File: src/rtl/tdc_meas_ctrl.sv
// TDC measurement sequencer: launches an edge into the delay line,
// captures and synchronises the taps, decodes and averages 2^L samples.
module tdc_meas_ctrl #(
  parameter int N_TAPS        = 16,
  parameter int SETTLE_CYCLES = 2,
  parameter int CW            = $clog2(N_TAPS+1)
) (
  input  logic              clk,
  input  logic              rst_n,
  input  logic              start,
  input  logic [2:0]        log2_samples,
  output logic              launch,
  input  logic [N_TAPS-1:0] taps,
  output logic              busy,
  output logic [CW-1:0]     result,
  output logic              bubble,
  output logic [CW-1:0]     last_code,
  output logic              result_valid,
  input  logic              result_ready
);

  localparam int AW = CW + 7;
  localparam int SW = (SETTLE_CYCLES > 1) ? $clog2(SETTLE_CYCLES) : 1;

  typedef enum logic [2:0] {
    IDLE, LAUNCH, SYNC, ACC, DRAIN, DONE
  } state_e;

  state_e            state_q, state_d;
  logic              launch_q;
  logic [N_TAPS-1:0] cap1_q, cap1_d;
  logic [N_TAPS-1:0] cap2_q, cap2_d;
  logic [AW-1:0]     acc_q, acc_d;
  logic [7:0]        cnt_q, cnt_d;
  logic [SW-1:0]     settle_q, settle_d;
  logic [2:0]        l_q, l_d;
  logic              bubble_q, bubble_d;
  logic [CW-1:0]     last_q, last_d;
  logic [CW-1:0]     code;
  logic [N_TAPS-1:0] therm;
  logic              settle_end;
  logic              all_done;

  always_comb begin
    code = '0;
    for (int i = 0; i < N_TAPS; i++)
      code = code + CW'(cap2_q[i]);
  end

  // Clean code is ones contiguous from tap 0; code==N_TAPS gives all ones
  assign therm      = ~({N_TAPS{1'b1}} << code);
  assign settle_end = (settle_q == SW'(SETTLE_CYCLES - 1));
  assign all_done   = (cnt_q == (8'd1 << l_q));

  always_comb begin
    state_d  = state_q;
    cap1_d   = cap1_q;
    cap2_d   = cap2_q;
    acc_d    = acc_q;
    cnt_d    = cnt_q;
    settle_d = settle_q;
    l_d      = l_q;
    bubble_d = bubble_q;
    last_d   = last_q;
    unique case (state_q)
      IDLE: begin
        if (start) begin
          l_d      = log2_samples;
          acc_d    = '0;
          bubble_d = 1'b0;
          cnt_d    = '0;
          state_d  = LAUNCH;
        end
      end
      LAUNCH: begin
        cap1_d  = taps;
        state_d = SYNC;
      end
      SYNC: begin
        cap2_d  = cap1_q;
        state_d = ACC;
      end
      ACC: begin
        acc_d    = acc_q + AW'(code);
        last_d   = code;
        cnt_d    = cnt_q + 8'd1;
        bubble_d = bubble_q | (cap2_q != therm);
        settle_d = '0;
        state_d  = DRAIN;
      end
      DRAIN: begin
        if (settle_end) begin
          settle_d = '0;
          state_d  = all_done ? DONE : LAUNCH;
        end else begin
          settle_d = settle_q + SW'(1);
        end
      end
      DONE: begin
        if (result_ready) state_d = IDLE;
      end
      default: state_d = IDLE;
    endcase
  end

  always_ff @(posedge clk or negedge rst_n) begin
    if (!rst_n) begin
      state_q  <= IDLE;
      launch_q <= 1'b0;
      cap1_q   <= '0;
      cap2_q   <= '0;
      acc_q    <= '0;
      cnt_q    <= '0;
      settle_q <= '0;
      l_q      <= '0;
      bubble_q <= 1'b0;
      last_q   <= '0;
    end else begin
      state_q  <= state_d;
      launch_q <= (state_d == LAUNCH);
      cap1_q   <= cap1_d;
      cap2_q   <= cap2_d;
      acc_q    <= acc_d;
      cnt_q    <= cnt_d;
      settle_q <= settle_d;
      l_q      <= l_d;
      bubble_q <= bubble_d;
      last_q   <= last_d;
    end
  end

  assign launch       = launch_q;
  assign busy         = (state_q != IDLE);
  assign result_valid = (state_q == DONE);
  assign result       = CW'(acc_q >> l_q);
  assign bubble       = bubble_q;
  assign last_code    = last_q;

endmodule

File: config.mk
export PLATFORM = sky130hd
export DESIGN_NAME = tdc_meas_ctrl
export DESIGN_NICKNAME = d
export VERILOG_FILES = /design/src/rtl/tdc_meas_ctrl.sv
export SDC_FILE = /design/constraint.sdc
export NUM_CORES = 1
export LEC_CHECK = 0
export ABC_CLOCK_PERIOD_IN_PS = 5830
export CELL_PAD_IN_SITES_DETAIL_PLACEMENT = 0
export CELL_PAD_IN_SITES_GLOBAL_PLACEMENT = 1
export CORE_MARGIN = 3
export CORE_UTILIZATION = 44
export DETAILED_ROUTE_END_ITERATION = 16
export PLACE_DENSITY_LB_ADDON = 0.1
export SYNTH_ARGS = -nofsm -noshare
export SYNTH_HDL_FRONTEND = slang
export SYNTH_SLANG_ARGS = --single-unit
File: constraint.sdc
create_clock -name clk -period 5.83 [get_ports clk]
set_input_delay 0.583 -clock clk [delete_from_list [all_inputs] [get_ports clk]]
set_output_delay 0.583 -clock clk [all_outputs]
set_load 0.01 [all_outputs]
; ---- Word level (Yosys, flattened, before mapping)
; Index checks and enable logic that the tools add are counted.
[classes]
n_eq_ne = 9
shift = 3
n_mux = 13
bitwise_logic = 2
add_sub_neg = 18
reduce_logical = 6
[op_table]
columns = cell, n
row1 = $add 5x1->5, 11
row2 = $pmux 12 s2, 1
row3 = $pmux 3 s6, 1
row4 = $ne 16x16->1, 1
row5 = $not 16->16, 1
row6 = $pmux 8 s2, 1
row7 = $shl 16x5->16 const A, 1
row8 = $add 12x5->12, 1
row9 = $mux 12, 1
row10 = $mux 3, 4
row11 = $shr 12x3->5, 1
row12 = $add 8x1->8 const B, 1
row13 = $eq 8x8->1, 1
row14 = $mux 8, 1
row15 = $shl 1x3->8 const A, 1
row16 = $eq 3x1->1 const B, 2
row17 = $eq 3x2->1 const B, 2
row18 = $eq 3x3->1 const B, 2
row19 = $add 4x1->5, 1
row20 = $add 3x1->4, 1
row21 = $pmux 1 s2, 2
row22 = $reduce_and 2->1, 2
row23 = $reduce_bool 2->1, 2
row24 = $add 2x1->3, 1
row25 = other kinds (7), 8
[totals]
inputBits = 23
output_inout_bits = 14
wordCells = 61
ff_bits = 66

; ---- Logic depth before layout (Yosys ltp)
; Gate-level depths: netlist of run 1.
[depth]
depth_word = 20
depth_mapped = 19
depth_no_buf = 19

; ---- Worst setup path after synthesis of run 1
; No wires, ideal clock.
[synth_timing]
kind = register to register
startpoint = reg cap2_q[0]
endpoint = reg acc_q[10]
arrival_ns = 4.855
synth_period_minus_slack_ns = 4.984
path_buffers = 0
setup_ns = 0.129
slack_ns = 0.846
required_time_ns = 5.701
stages_incl_launch_ff = 18
cell_sequence = dfrtp_1 fa_1 inv_1 fa_1 fa_1 fa_1 inv_1 ha_1 fa_1 inv_1 fa_1 nand3b_1 a21boi_0 o21ai_0 nor2_1 a31oi_1 o21ai_0 o21ai_0
[synth_between]
elab_chain_len = 17
[synth_lines]
columns = element, line
row1 = start: declaration, 32  ; logic [N_TAPS-1:0] cap2_q, cap2_d;
row2 = start signal: assignment, 122  ; cap2_q <= cap2_d;
row3 = $add 1x1->2, 47  ; code = code + CW'(cap2_q[i]);
row4 = $add 2x1->3, 47
row5 = $add 3x1->4, 47
row6 = $add 4x1->5, 47
row7 = $add 5x1->5 (11 in a row), 47
row8 = net code[1], 39  ; logic [CW-1:0] code;
row9 = $add 12x5->12, 84  ; acc_d = acc_q + AW'(code);
row10 = $pmux 12 s2, 65  ; unique case (state_q)
row11 = end signal: assignment, 112  ; acc_q <= '0;
row12 = end signal: assignment, 123  ; acc_q <= acc_d;
row13 = end: declaration, 33  ; logic [AW-1:0] acc_q, acc_d;
; The timed path passes the listed nets, and every way through them passes these cells.
; A chain may end at the register's enable or synchronous reset.

; ---- Worst setup path after layout of run 1
; Ends and elaborated chain as after synthesis.

==> results of run 1 <==
worst paths after layout:
path                            slack [ns]         to  cells past startpoint       from
worst max-delay path                  0.37  acc_q[10]                     17  cap2_q[0]
worst min-delay path                  0.40  cap2_q[9]                      2      rst_n
worst max register to register        0.37  acc_q[10]                     17  cap2_q[0]
worst min register to register        0.48  acc_q[11]                      1  acc_q[11]
max in group asynchronous             4.85   cnt_q[0]                      2      rst_n
min in group clk                      0.48  acc_q[11]                      1  acc_q[11]
synth_stat cells (all sizes together), types with 5 or more instances:
cell | number | area (µm²)
a21o | 5 | 38.79
a21oi | 25 | 128.9
a31oi | 8 | 50.05
buf | 11 | 55.06
clkbuf | 10 | 37.54
dfrtp | 66 | 1652
fa | 11 | 220.2
ha | 12 | 150.1
inv | 27 | 101.4
mux2 | 33 | 371.6
mux2i | 16 | 160.2
nand2 | 48 | 180.2
nand2b | 7 | 43.79
nand3 | 15 | 75.07
nand4 | 7 | 43.79
nor2 | 25 | 93.84
nor3 | 6 | 30.03
o21ai | 42 | 217.7
worst max-delay path, delay by kind of cell, from the launching register on:
kind,cells,cell delay (ns)
adder cells (fa/ha/maj),7,3.41
AND/OR/NAND/NOR,2,0.43
flip-flops,1,0.44
buffers and inverters,3,0.26
AO/OA/AOI/OAI,5,0.81
sequential cells by signal (all words and copies together) (netlist names):
name        flops
launch          1
state_q         3
cap2_q         16
cnt_q           8
l_q             3
acc_q          12
bubble          1
cap1_q         16
settle_end      1
last_code       5
metal layers:
metal | global-route usage | routed length, µm | vias up
li1 | - | - | 1608
met1 | 0.2477 | 4182 | 1522
met2 | 0.3069 | 4512 | 61
met3 | 0.04158 | 321 | 16
met4 | 0.06375 | 233 | 0
met5 | 0 | 0 | -
placed cells by master, fill, tap and decap left out, types with 3 or more instances in the layout:
| cell type | Yosys | final |
|---|---|---|
| nor2b_1 | 3 | 3 |
| dfrtp_1 | 66 | 66 |
| o21ai_0 | 40 | 40 |
| o31ai_1 | 3 | 3 |
| clkdlybuf4s50_1 | 0 | 35 |
| a21o_1 | 4 | 4 |
| nand3_1 | 15 | 15 |
| nor3b_1 | 4 | 3 |
| nand4_1 | 7 | 7 |
| mux2i_1 | 16 | 16 |
| clkbuf_8 | 0 | 10 |
| a21oi_1 | 24 | 24 |
| mux2_2 | 33 | 33 |
| a31oi_1 | 8 | 8 |
| fa_1 | 11 | 11 |
| ha_1 | 12 | 12 |
| nor3_1 | 6 | 6 |
| inv_1 | 27 | 27 |
| nor4_1 | 3 | 3 |
| and2_1 | 4 | 4 |
| nand2b_1 | 7 | 7 |
| nand2_1 | 48 | 48 |
| nor2_1 | 25 | 25 |
| buf_4 | 1 | 4 |
kinds of logic after synthesis:
logic type / after synthesis
AOI/OAI and AO/OA: 109
xor gates and xnor gates: 5
adders and majority gates: 23
buffers and inverters: 48
DFF: 66
muxes: 49
and+or+nand+nor: 136
cell type report:
class	instances	area, µm²
fill	836	4113
multi-input combinational	322	2332
sequential	66	1652
timing repair buffer	40	385.4
tap	126	157.7
clock buffer	10	137.6
inverter	27	101.3
clock inverter	6	97.59
metrics by stage:
stage	utilization	instances	area [µm²]	setup slack [ns]	hold slack, ns
2_1_floorplan	-	436	4173	0.8457	0.2874
3_3_place_gp	0.5156	581	4628	0.5948	0.4557
3_5_place_dp	0.5156	581	4628	0.3740	0.4696
4_1_cts	0.5418	597	4863	0.3541	0.4547
5_1_grt	0.5418	597	4863	0.002897	0.4874
6_report	0.5418	597	4863	0.3652	0.4036
==> results.md, run 1 <==
* Status: completed
* Final Cycle Share at 0.9374
* Minimum clock period at 5.465 ns
* Largest net degree at the start of global routing at 67
* Nets at 512
* Hold-fix buffers, CTS at 0
* Buffer depth of the longest clock path at 2
* Syn Nets at 482
* Max-Cap Viols at 0
* Largest family of logic cells by synthesized area: compound AO/OA/AOI/OAI gates
* Netlist cell types at 60
* H-tree depth at 3
* Post-synthesis mux area share at 0.1274
* I/O Pins at 37
* TritonCTS Sinks at 66
* Placer Congestion at 0.8966
* DP HPWL at 6.766 mm
* First-pass GRT wire length at 15.44 mm
* Num CTS Buffers at 9
* Unrepaired setup endpoints after global routing: false
* Post-Syn Area at 4173 µm²
* Final ANT Viol Nets at 0
* Synth Area in XOR/XNOR at 0.01409
* Post-CTS setup buffer count at 0
* Die W at 103.4 µm
* TritonCTS clock tree: yes
* Cell Chain, Critical Path: fa_1, inv_1, fa_1, fa_1, fa_1, inv_1, ha_1, fa_1, inv_1, fa_1, nand3b_1, a21boi_0, o21ai_0, nor2_1, a31oi_1, o21ai_0, o21ai_0
* Ys flop type: dfrtp_1
* Vias at 3207
* Slowest CP cell: fa_1
* Initial antenna violation count at 0
* Chip height at 103.4 µm
* Worst-Skew Late Latency at 0.35 ns
* Ys Warns at 0
* Setup TNS at 0 ns
* CP most frequent cell: fa_1
* Number of synthesized flops with an enable pin at 0
* Simple-gate share of the synthesized area at 0.1595
* Vias per cell at 5.372
* Final Setup Violations at 0
* Crit path max fanout at 8
* Register bit total from synthesis at 66
* Post_cts resized at 0
* Clock skew at 0.01340 ns
* WS Path Type: flop to flop
* Pins over their slew limit at 0
* Crit path DAT at 5.70 ns
* Critical Path RT at 6.07 ns
* Crit end category: flop
* DRT iter0 DRCs at 109
* Hold violation count in the final report at 0
* Crit path largest cell delay at 0.69 ns
* Max-slew headroom at 0.4310
* P&R area growth vs syn at 16.55%
* Cells after Synth at 436
* # diodes at 0
* Root buffer cell: clkbuf_8
* Core area at 8976 µm²
* Adder-Cell Fraction of Synth Area at 0.08876
* Clk slew on worst S/H paths at 0.09 ns
* Vias in the first global route at 3098
* Wire per inst at 15.49 µm
* HP Class: primary input to asynchronous set/reset pin
* Die ar. at 10690 µm²
* All-Layer GR Usage at 0.1880
* Initial Utilization at 0.4649
* Sequential cell area fraction in the yosys report at 0.3958
* Fraction of layout cells with a size suffix above 1 at 0.1486
* Overflow after GRT at 0
* Synth Area in Compound Gates at 0.1679
* Slew @ Worst Pin at 0.8535 ns
* # port buffers at 36
* Remaining DRCs at 0
* TritonRoute pass-1 iters at 4
* Async S/R FF share, synth at 1.000
* Detailed Route WL at 9.249 mm
* Syn avg cell area at 9.571 µm²
* Nature of the critical path startpoint: flop
* FP Rows at 34
* Max frequency at 183.0 MHz
Power of run 1 is left out: the tool's default activity adds up to more than one toggle a clock period on the data nets, which glitch-free logic cannot reach.
==> run 2: changes to the inputs <==
--- a/config.mk
+++ b/config.mk
@@ -8,6 +8,7 @@
 export ABC_CLOCK_PERIOD_IN_PS = 5830
 export CELL_PAD_IN_SITES_DETAIL_PLACEMENT = 0
 export CELL_PAD_IN_SITES_GLOBAL_PLACEMENT = 1
+export CORE_ASPECT_RATIO = 1.1
 export CORE_MARGIN = 3
 export CORE_UTILIZATION = 44
 export DETAILED_ROUTE_END_ITERATION = 16
==> constraint.sdc (replaced) <==
create_clock -name clk -period 5.83 [get_ports clk]
set_input_delay 1.166 -clock clk [delete_from_list [all_inputs] [get_ports clk]]
set_output_delay 1.166 -clock clk [all_outputs]
set_load 0.01 [all_outputs]
==> results.md, run 2 (synthesis gave the netlist of run 1 again) <==
* Status: completed (unchanged)
* Initial antenna violation count at 0 (unchanged)
* P&R area growth vs syn at 15.50% (was 16.55%)
* Setup TNS at 0 ns (unchanged)
* Detailed Route WL at 9.380 mm (was 9.249 mm)
* FP Rows at 36 (was 34)
* Worst-Skew Late Latency at 0.35 ns (about the same)
* Max-Cap Viols at 0 (unchanged)
* Crit path to: acc_q[10] (unchanged)
* Vias in the first global route at 3217 (was 3098)
* Critical Path RT at 6.07 ns (about the same)
* Num CTS Buffers at 9 (unchanged)
* Top flop regs: cap1_q (16), cap2_q (16), acc_q (12) (unchanged)
* Nets at 513 (was 512)
* FF-to-FF End: acc_q[10] (unchanged)
* Post-CTS setup buffer count at 0 (unchanged)
* I/O Pins at 37 (unchanged)
* WL met1 at 4.111 mm (was 4.182 mm)
* Max frequency at 182.8 MHz (was 183.0 MHz)
* Setup slack, reg-to-reg at 0.36 ns (was 0.37 ns)
* WL met3 at 272 µm (was 321 µm)
* Overflow after GRT at 0 (unchanged)
* Chip height at 108.1 µm (was 103.4 µm)
* Die W at 98.85 µm (was 103.4 µm)
* # port buffers at 36 (unchanged)
* Launch point of the worst path: cap2_q[0] (unchanged)
* Placer Congestion at 0.8854 (was 0.8966)
* Hold-fix buffers, CTS at 0 (unchanged)
* Worst r2r path cells at 17 (unchanged)
* Wire per inst at 16.01 µm (was 15.49 µm)
* Top Metal Used: met4 (unchanged)
* First-pass GRT wire length at 15.86 mm (was 15.44 mm)
* TritonRoute pass-1 iters at 4 (unchanged)
* Clock skew at 0.01316 ns (was 0.01340 ns)
* Vias per cell at 5.671 (was 5.372)
* Max-slew headroom at 0.4422 (was 0.4310)
* DP HPWL at 6.882 mm (was 6.766 mm)
* Unrepaired setup endpoints after global routing: false (unchanged)
* Post-DP Area at 4621 µm² (was 4628 µm²)
* All-Layer GR Usage at 0.1872 (was 0.1880)
* Buffer depth of the longest clock path at 2 (unchanged)
* Pins over their slew limit at 0 (unchanged)
* Minimum clock period at 5.471 ns (was 5.465 ns)
* Commonest non-fill, non-tap cell in the layout: dfrtp_1 (unchanged)
* Crit end category: flop (unchanged)
* # diodes at 0 (unchanged)
* TritonCTS clock tree: yes (unchanged)
* Slew @ Worst Pin at 0.8368 ns (was 0.8535 ns)
* Crit path DAT at 5.71 ns (was 5.70 ns)
* Final Cycle Share at 0.9383 (was 0.9374)
* HP Class: flop to flop (was primary input to asynchronous set/reset pin)
* Initial Utilization at 0.4609 (was 0.4649)
* WS Path Type: flop to flop (unchanged)
* TritonCTS Sinks at 66 (unchanged)
* Final Setup Violations at 0 (unchanged)
* H-tree depth at 3 (unchanged)
* Die ar. at 10690 µm² (about the same)
* Largest net degree at the start of global routing at 67 (unchanged)
* R2r startpoint: cap2_q[0] (unchanged)
* Post_cts resized at 0 (unchanged)
* Final ANT Viol Nets at 0 (unchanged)
* Root buffer cell: clkbuf_8 (unchanged)
* Clk slew on worst S/H paths at 0.08 ns (was 0.09 ns)
* Nature of the critical path startpoint: flop (unchanged)
* Crit path max fanout at 8 (unchanged)
* Remaining DRCs at 0 (unchanged)
* Design Area, Final at 4820 µm² (was 4863 µm²)
* Vias at 3323 (was 3207)
* Fraction of layout cells with a size suffix above 1 at 0.1504 (was 0.1486)
* Core area at 9054 µm² (was 8976 µm²)
* DRT iter0 DRCs at 147 (was 109)
* Hold violation count in the final report at 0 (unchanged)
* Most frequent cells in the layout: dfrtp_1 (66), nand2_1 (48), o21ai_0 (40) (unchanged)
* Layout Utilization at 0.5323 (was 0.5418)
* Met2 Routed Length at 4.789 mm (was 4.512 mm)
run 2: cell types whose count changed in the layout (fill, tap and decap cells not counted), sizes merged:
cell / change
buf: +1
bufinv: -1
clkbuf: -1
clkinv: +2
run 2: worst min path at each step:
stage | depth (start not counted) | slack, ns | from | end
after detailed placement | 2 | 0.47 | cap1_q[4] | cap2_q[4]
after floorplan | 1 | 0.44 | acc_q[11] | acc_q[11]
after global routing | 2 | 0.52 | last_code[4] | last_code[4]
after global placement | 2 | 0.46 | cap1_q[6] | cap2_q[6]
final | 1 | 0.48 | acc_q[11] | acc_q[11]
after CTS | 1 | 0.49 | acc_q[11] | acc_q[11]
run 2: through the flow:
step | hold WS (ns) | setup WS, ns | instances
after floorplan | 0.4447 | 0.8457 | 436
after detailed placement | 0.4688 | 0.4374 | 570
final | 0.4759 | 0.3594 | 586
after global placement | 0.4567 | 0.6076 | 570
after CTS | 0.4859 | 0.4051 | 586
after global routing | 0.5194 | 0.01960 | 586
run 2: area by class of cell:
| cell class | count | area [µm²] |
|---|---|---|
| fillers | 858 | 4234 |
| multi-input cells | 322 | 2332 |
| flip-flops and latches | 66 | 1652 |
| repair buffers | 41 | 392.9 |
| well taps | 114 | 142.6 |
| clock buffers | 9 | 123.9 |
| inverters | 27 | 101.3 |
| clock inverters | 7 | 75.07 |
run 2: routing by layer:
metal  up-vias  GRT usage
li1       1619          -
met5         -          0
met1      1624     0.2323
met2        66     0.3167
met3        14    0.04065
met4         0    0.07707
run 2: critical path, stage by stage, from the launching register on:
cell      delay (ns)
dfrtp_1         0.44
fa_1            0.55
inv_1           0.05
fa_1            0.54
fa_1            0.44
fa_1            0.50
inv_1           0.04
ha_1            0.22
fa_1            0.69
inv_1           0.18
fa_1            0.46
nand3b_1        0.19
a21boi_0        0.26
o21ai_0         0.20
nor2_1          0.26
a31oi_1         0.11
o21ai_0         0.14
o21ai_0         0.10
Power of run 2 is left out for the same reason.
==> run 3: changes to the inputs <==
--- a/config.mk
+++ b/config.mk
@@ -13,6 +13,8 @@
 export CORE_UTILIZATION = 44
 export DETAILED_ROUTE_END_ITERATION = 16
 export PLACE_DENSITY_LB_ADDON = 0.1
+export REMOVE_ABC_BUFFERS = 1
+export SLEW_MARGIN = 20
 export SYNTH_ARGS = -nofsm -noshare
 export SYNTH_HDL_FRONTEND = slang
 export SYNTH_SLANG_ARGS = --single-unit
==> results.md, run 3 (synthesis gave the netlist of run 1 again) <==
* TritonCTS Sinks at 66 (unchanged)
* FP Rows at 36 (unchanged)
* Layout Utilization at 0.5351 (was 0.5323)
* All-Layer GR Usage at 0.1856 (was 0.1872)
* Buffer depth of the longest clock path at 2 (unchanged)
* Crit end category: flop (unchanged)
* Minimum clock period at 5.369 ns (was 5.471 ns)
* P&R area growth vs syn at 16.10% (was 15.50%)
* Largest net degree at the start of global routing at 67 (unchanged)
* Commonest non-fill, non-tap cell in the layout: dfrtp_1 (unchanged)
* Final Setup Violations at 0 (unchanged)
* TritonCTS clock tree: yes (unchanged)
* Chip height at 108.1 µm (unchanged)
* Clk slew on worst S/H paths at 0.08 ns (about the same)
* Vias in the first global route at 3221 (was 3217)
* Slew @ Worst Pin at 0.8369 ns (was 0.8368 ns)
* Critical Path RT at 6.06 ns (was 6.07 ns)
* CP most frequent cell: fa_1 (unchanged)
* Post_cts resized at 0 (unchanged)
* Overflow after GRT at 0 (unchanged)
* Status: completed (unchanged)
* Root buffer cell: clkbuf_8 (unchanged)
* Pins over their slew limit at 0 (unchanged)
* Vias at 3271 (was 3323)
* HP Class: flop to flop (unchanged)
* Initial antenna violation count at 0 (unchanged)
* H-tree depth at 3 (unchanged)
* Wire per inst at 15.86 µm (was 16.01 µm)
* # diodes at 0 (unchanged)
* Setup TNS at 0 ns (unchanged)
* TritonRoute pass-1 iters at 4 (unchanged)
* Unrepaired setup endpoints after global routing: false (unchanged)
* Final Cycle Share at 0.9210 (was 0.9383)
* DRT iter0 DRCs at 106 (was 147)
* Hold violation count in the final report at 0 (unchanged)
* Top flop regs: cap1_q (16), cap2_q (16), acc_q (12) (unchanged)
* Setup slack, reg-to-reg at 0.46 ns (was 0.36 ns)
* Vias per cell at 5.582 (was 5.671)
* I/O Pins at 37 (unchanged)
* Die ar. at 10690 µm² (unchanged)
* Hold-fix buffers, CTS at 0 (unchanged)
* Cell Chain, Critical Path: fa_1, inv_1, fa_1, fa_1, fa_1, inv_1, ha_1, fa_1, inv_1, fa_1, nand3b_1, a21boi_0, o21ai_0, nor2_1, a31oi_1, o21ai_0, o21ai_0 (unchanged)
* Core area at 9054 µm² (unchanged)
* # port buffers at 36 (unchanged)
* Initial Utilization at 0.4609 (unchanged)
* Max-slew headroom at 0.4421 (was 0.4422)
* Die W at 98.85 µm (unchanged)
* Fraction of layout cells with a size suffix above 1 at 0.1504 (unchanged)
* Inst Count DP at 570 (unchanged)
* Crit path max fanout at 8 (unchanged)
* Crit path largest cell delay at 0.67 ns (was 0.69 ns)
* Crit path DAT at 5.60 ns (was 5.71 ns)
* Nature of the critical path startpoint: flop (unchanged)
* Post-CTS setup buffer count at 0 (unchanged)
* Slowest CP cell: fa_1 (unchanged)
* Most frequent cells in the layout: dfrtp_1 (66), nand2_1 (48), o21ai_0 (40) (unchanged)
* Num CTS Buffers at 9 (unchanged)
* Nets at 513 (unchanged)
* Remaining DRCs at 0 (unchanged)
* Max frequency at 186.2 MHz (was 182.8 MHz)
* First-pass GRT wire length at 15.84 mm (was 15.86 mm)
* Final ANT Viol Nets at 0 (unchanged)
* DP HPWL at 6.768 mm (was 6.882 mm)
* Placer Congestion at 0.8718 (was 0.8854)
* Max-Cap Viols at 0 (unchanged)
* Min Hold Slack at 0.4805 ns (was 0.4759 ns)
* Final std cells w/o fill at 586 (unchanged)
* Detailed Route WL at 9.293 mm (was 9.380 mm)
* Worst-Skew Late Latency at 0.35 ns (about the same)
* Clock skew at 0.01094 ns (was 0.01316 ns)
* WS Path Type: flop to flop (unchanged)
run 3: changes by cell type in the layout (fill, tap and decap cells not counted):
cell / change
bufinv_16: +1
clkinv_2: -1
run 3: per-stage QoR:
| stage | area, µm² | setup WS [ns] |
|---|---|---|
| after detailed placement | 4621 | 0.4581 |
| after CTS | 4845 | 0.4261 |
| after global placement | 4621 | 0.5974 |
| final | 4845 | 0.4609 |
| after global routing | 4845 | 0.05849 |
| after floorplan | 4080 | 0.8280 |
run 3: path summary, 6_finish.rpt:
| check | startpoint | to | cells past startpoint |
|---|---|---|---|
| worst max-delay path | cap2_q[0] | acc_q[10] | 17 |
| worst min-delay path | cap1_q[4] | cap2_q[4] | 2 |
| worst max register to register | cap2_q[0] | acc_q[10] | 17 |
| worst min register to register | cap1_q[4] | cap2_q[4] | 2 |
| max in group asynchronous | rst_n | last_code[1] | 2 |
| min in group asynchronous | rst_n | cap1_q[2] | 2 |
run 3: worst max-delay path: cells and delay by family (launching register included):
family | cells | cell delay (ns)
flops | 1 | 0.44
fa+ha+maj | 7 | 3.33
compound gates | 5 | 0.74
simple gates | 2 | 0.45
buf+inv | 3 | 0.26
run 3: metal layers:
layer,vias up,routed length [µm],track usage
li1,1618,-,-
met4,0,295,0.08780
met1,1573,4250,0.2434
met2,56,4515,0.2994
met5,-,0,0
met3,24,232,0.03161
run 3: cell type report:
class / count / area, µm²
Clock buffer: 9 / 123.9
Fill cell: 819 / 4209
Tap cell: 114 / 142.6
Inverter: 27 / 101.3
Timing Repair Buffer: 41 / 392.9
Sequential cell: 66 / 1652
Clock inverter: 7 / 100.1
Multi-Input combinational cell: 322 / 2332
Power of run 3 is left out for the same reason.
==> patch, RTL diff (settings of run 1) <==
`SETTLE_CYCLES`: 2 -> 4.
--- a/src/rtl/tdc_meas_ctrl.sv
+++ b/src/rtl/tdc_meas_ctrl.sv
@@ -2,7 +2,7 @@
 // captures and synchronises the taps, decodes and averages 2^L samples.
 module tdc_meas_ctrl #(
   parameter int N_TAPS        = 16,
-  parameter int SETTLE_CYCLES = 2,
+  parameter int SETTLE_CYCLES = 4,
   parameter int CW            = $clog2(N_TAPS+1)
 ) (
   input  logic              clk,
Formal check against the unedited RTL: not equivalent (Yosys sat finds a counterexample within 10 cycles, from zero or initial values and one cycle with rst_n low).
==> patch against run 1 <==
First-iteration DRC count rose by 16%; hold slack improved by 22 ps; wire length is 4.1% higher; design area is 2.2% higher; sequential cell count increased by 1; setup slack improved by 220 ps; critical endpoint unchanged; area after synthesis is 3.0% higher.
Power is left out: the tool's default activity adds up to more than one toggle a clock period on the data nets, which glitch-free logic cannot reach.
==> patch: results (changes against run 1) <==
* Status: complete, no violations
* Post-CTS Setup Inserts at 0 (unchanged)
* Syn_nets at 503 (+4.4%)
* Cts bufs inserted at 9 (unchanged)
* Maximum fanout along the worst path at 8 (unchanged)
* Worst Skew at 11.0 ps (-2.41 ps)
* Ys async rst share at 100% (unchanged)
* Nets@finish at 533 (+4.1%)
* Syn. warnings at 0 (unchanged)
* Endpoints failing setup at 0 (unchanged)
* Largest net degree at the start of global routing at 68 (+1.5%)
* GR Util All Layers at 17.9% (-0.95 points)
* Commonest cells post-synth: 67 x dfrtp_1, 52 x nand2_1, 50 x o21ai_0
* First-pass GRT wire length at 16.0 mm (+3.3%)
* Via density at 5.43 (+1.2%)
* GP Congestion at 0.893 (-0.37%)
* R2r endpoint: acc_q[10]
* Clk_lat worst skew at 350 ps (about the same)
* Final hold violations at 0 (unchanged)
* Antenna violations before repair at 0 (unchanged)
* Min-delay worst type: input pin to async pin
* Synth Area in Compound Gates at 17.9% (+1.1 points)
* Leading cell types by total area after synthesis: dfrtp_1 39%, mux2_2 6.3%, o21ai_0 5.8%
* Placement Cell Area at 4740 um^2 (+2.5%)
* Setup crit start: cap2_q[5]
* Slew @ Worst Pin at 1220 ps (+368 ps)
* Largest regs: cap1_q (16), cap2_q (16), acc_q (12)
* Worst EP arrival at 5470 ps (-230 ps)
* Antenna Cells at 0 (unchanged)
* Worst reg-to-reg setup slack at 590 ps (+220 ps)
* Drt wl/cell at 15.5 um (+0.22%)
* Layout cells sized above 1 at 12.6% (-2.2 points)
* DP HPWL at 6.93 mm (+2.4%)
* Synth unique cells at 69 (+15%)
* CTS root buffer: clkbuf_8
* R2R depth at 18 (+1)
* DR pass1 iterations at 4 (unchanged)
* Clock Path Buffers at 2 (unchanged)
* Register area share after synthesis at 39.0% (-0.58 points)
* FILL cells at 896 (+7.2%)
* Resized Gates After CTS at 0 (unchanged)
* Vias in the first global route at 3204 (+3.4%)
* Multiplexer share of the synthesized area at 11.2% (-1.5 points)
* Adder-cell share of the synthesized area at 8.91% (+0.030 points)
* Post-Synth XOR/XNOR Area at 2.18% (+0.77 points)
* H-tree depth at 3 (unchanged)
* IO buf count at 36 (unchanged)
* Detailed Route Iter0 Violations at 126 (+16%)
* Reg clk slew, reported paths at 80 ps
==> patch: cell types whose count changed after synthesis, sizes merged, moves of 5 or more <==
cell	before	now
mux2	33	25
nand2b	7	12
xnor2	2	7
nand4	7	2
o21ai	42	53
inv	27	32
nand3	15	21
==> patch: worst max-delay path by stage <==
| stage | endpoint | slack (ps) | cells after the start |
|---|---|---|---|
| floorplan | acc_q[10] | 1050 | 16 |
| global placement | acc_q[10] | 790 | 16 |
| detailed placement | acc_q[10] | 660 | 18 |
| CTS | acc_q[10] | 600 | 18 |
| global route | acc_q[10] | 230 | 18 |
| finish | acc_q[10] | 590 | 18 |
==> patch: per-layer routing <==
metal	vias up	GRT usage (%)	routed length (um)
met5	-	0	0
met4	0	4.69	145
met3	13	4.69	316
met2	52	29.7	4660
met1	1627	23.2	4510
li1	1677	-	-
==> patch: area by class of cell <==
type                            count  area, um^2  area share, %
Timing Repair Buffer               40         385           7.75
Tap cell                          129         161           3.25
Inverter                           33         124           2.49
Multi-Input combinational cell    335        2400           48.2
Sequential cell                    67        1680           33.7
Clock inverter                      6        88.8           1.79
Clock buffer                       10         138           2.77
==> patch: stage by stage <==
stage          utilization [%]  hold WS (ps)  cells  setup WS, ps
2_1_floorplan                -           287    456          1050
3_3_place_gp              50.6           460    604           786
3_5_place_dp              50.6           470    604           661
4_1_cts                   53.0           451    620           601
5_1_grt                   53.0           487    620           230
6_report                  53.0           426    620           586
==> patch: worst max-delay path, cell delays in order, from the launching register on <==
cell and delay (ps):
dfrtp_1 370, inv_1 120, fa_1 600, fa_1 450, fa_1 440, fa_1 520, inv_1 70, ha_1 300
a21o_4 240, a21oi_4 210, xnor2_2 210, clkinv_1 220, ha_1 350, a21oi_1 90, a21boi_0 260, o21ai_0 140
nand2b_1 220, o211ai_1 190, o31ai_1 100
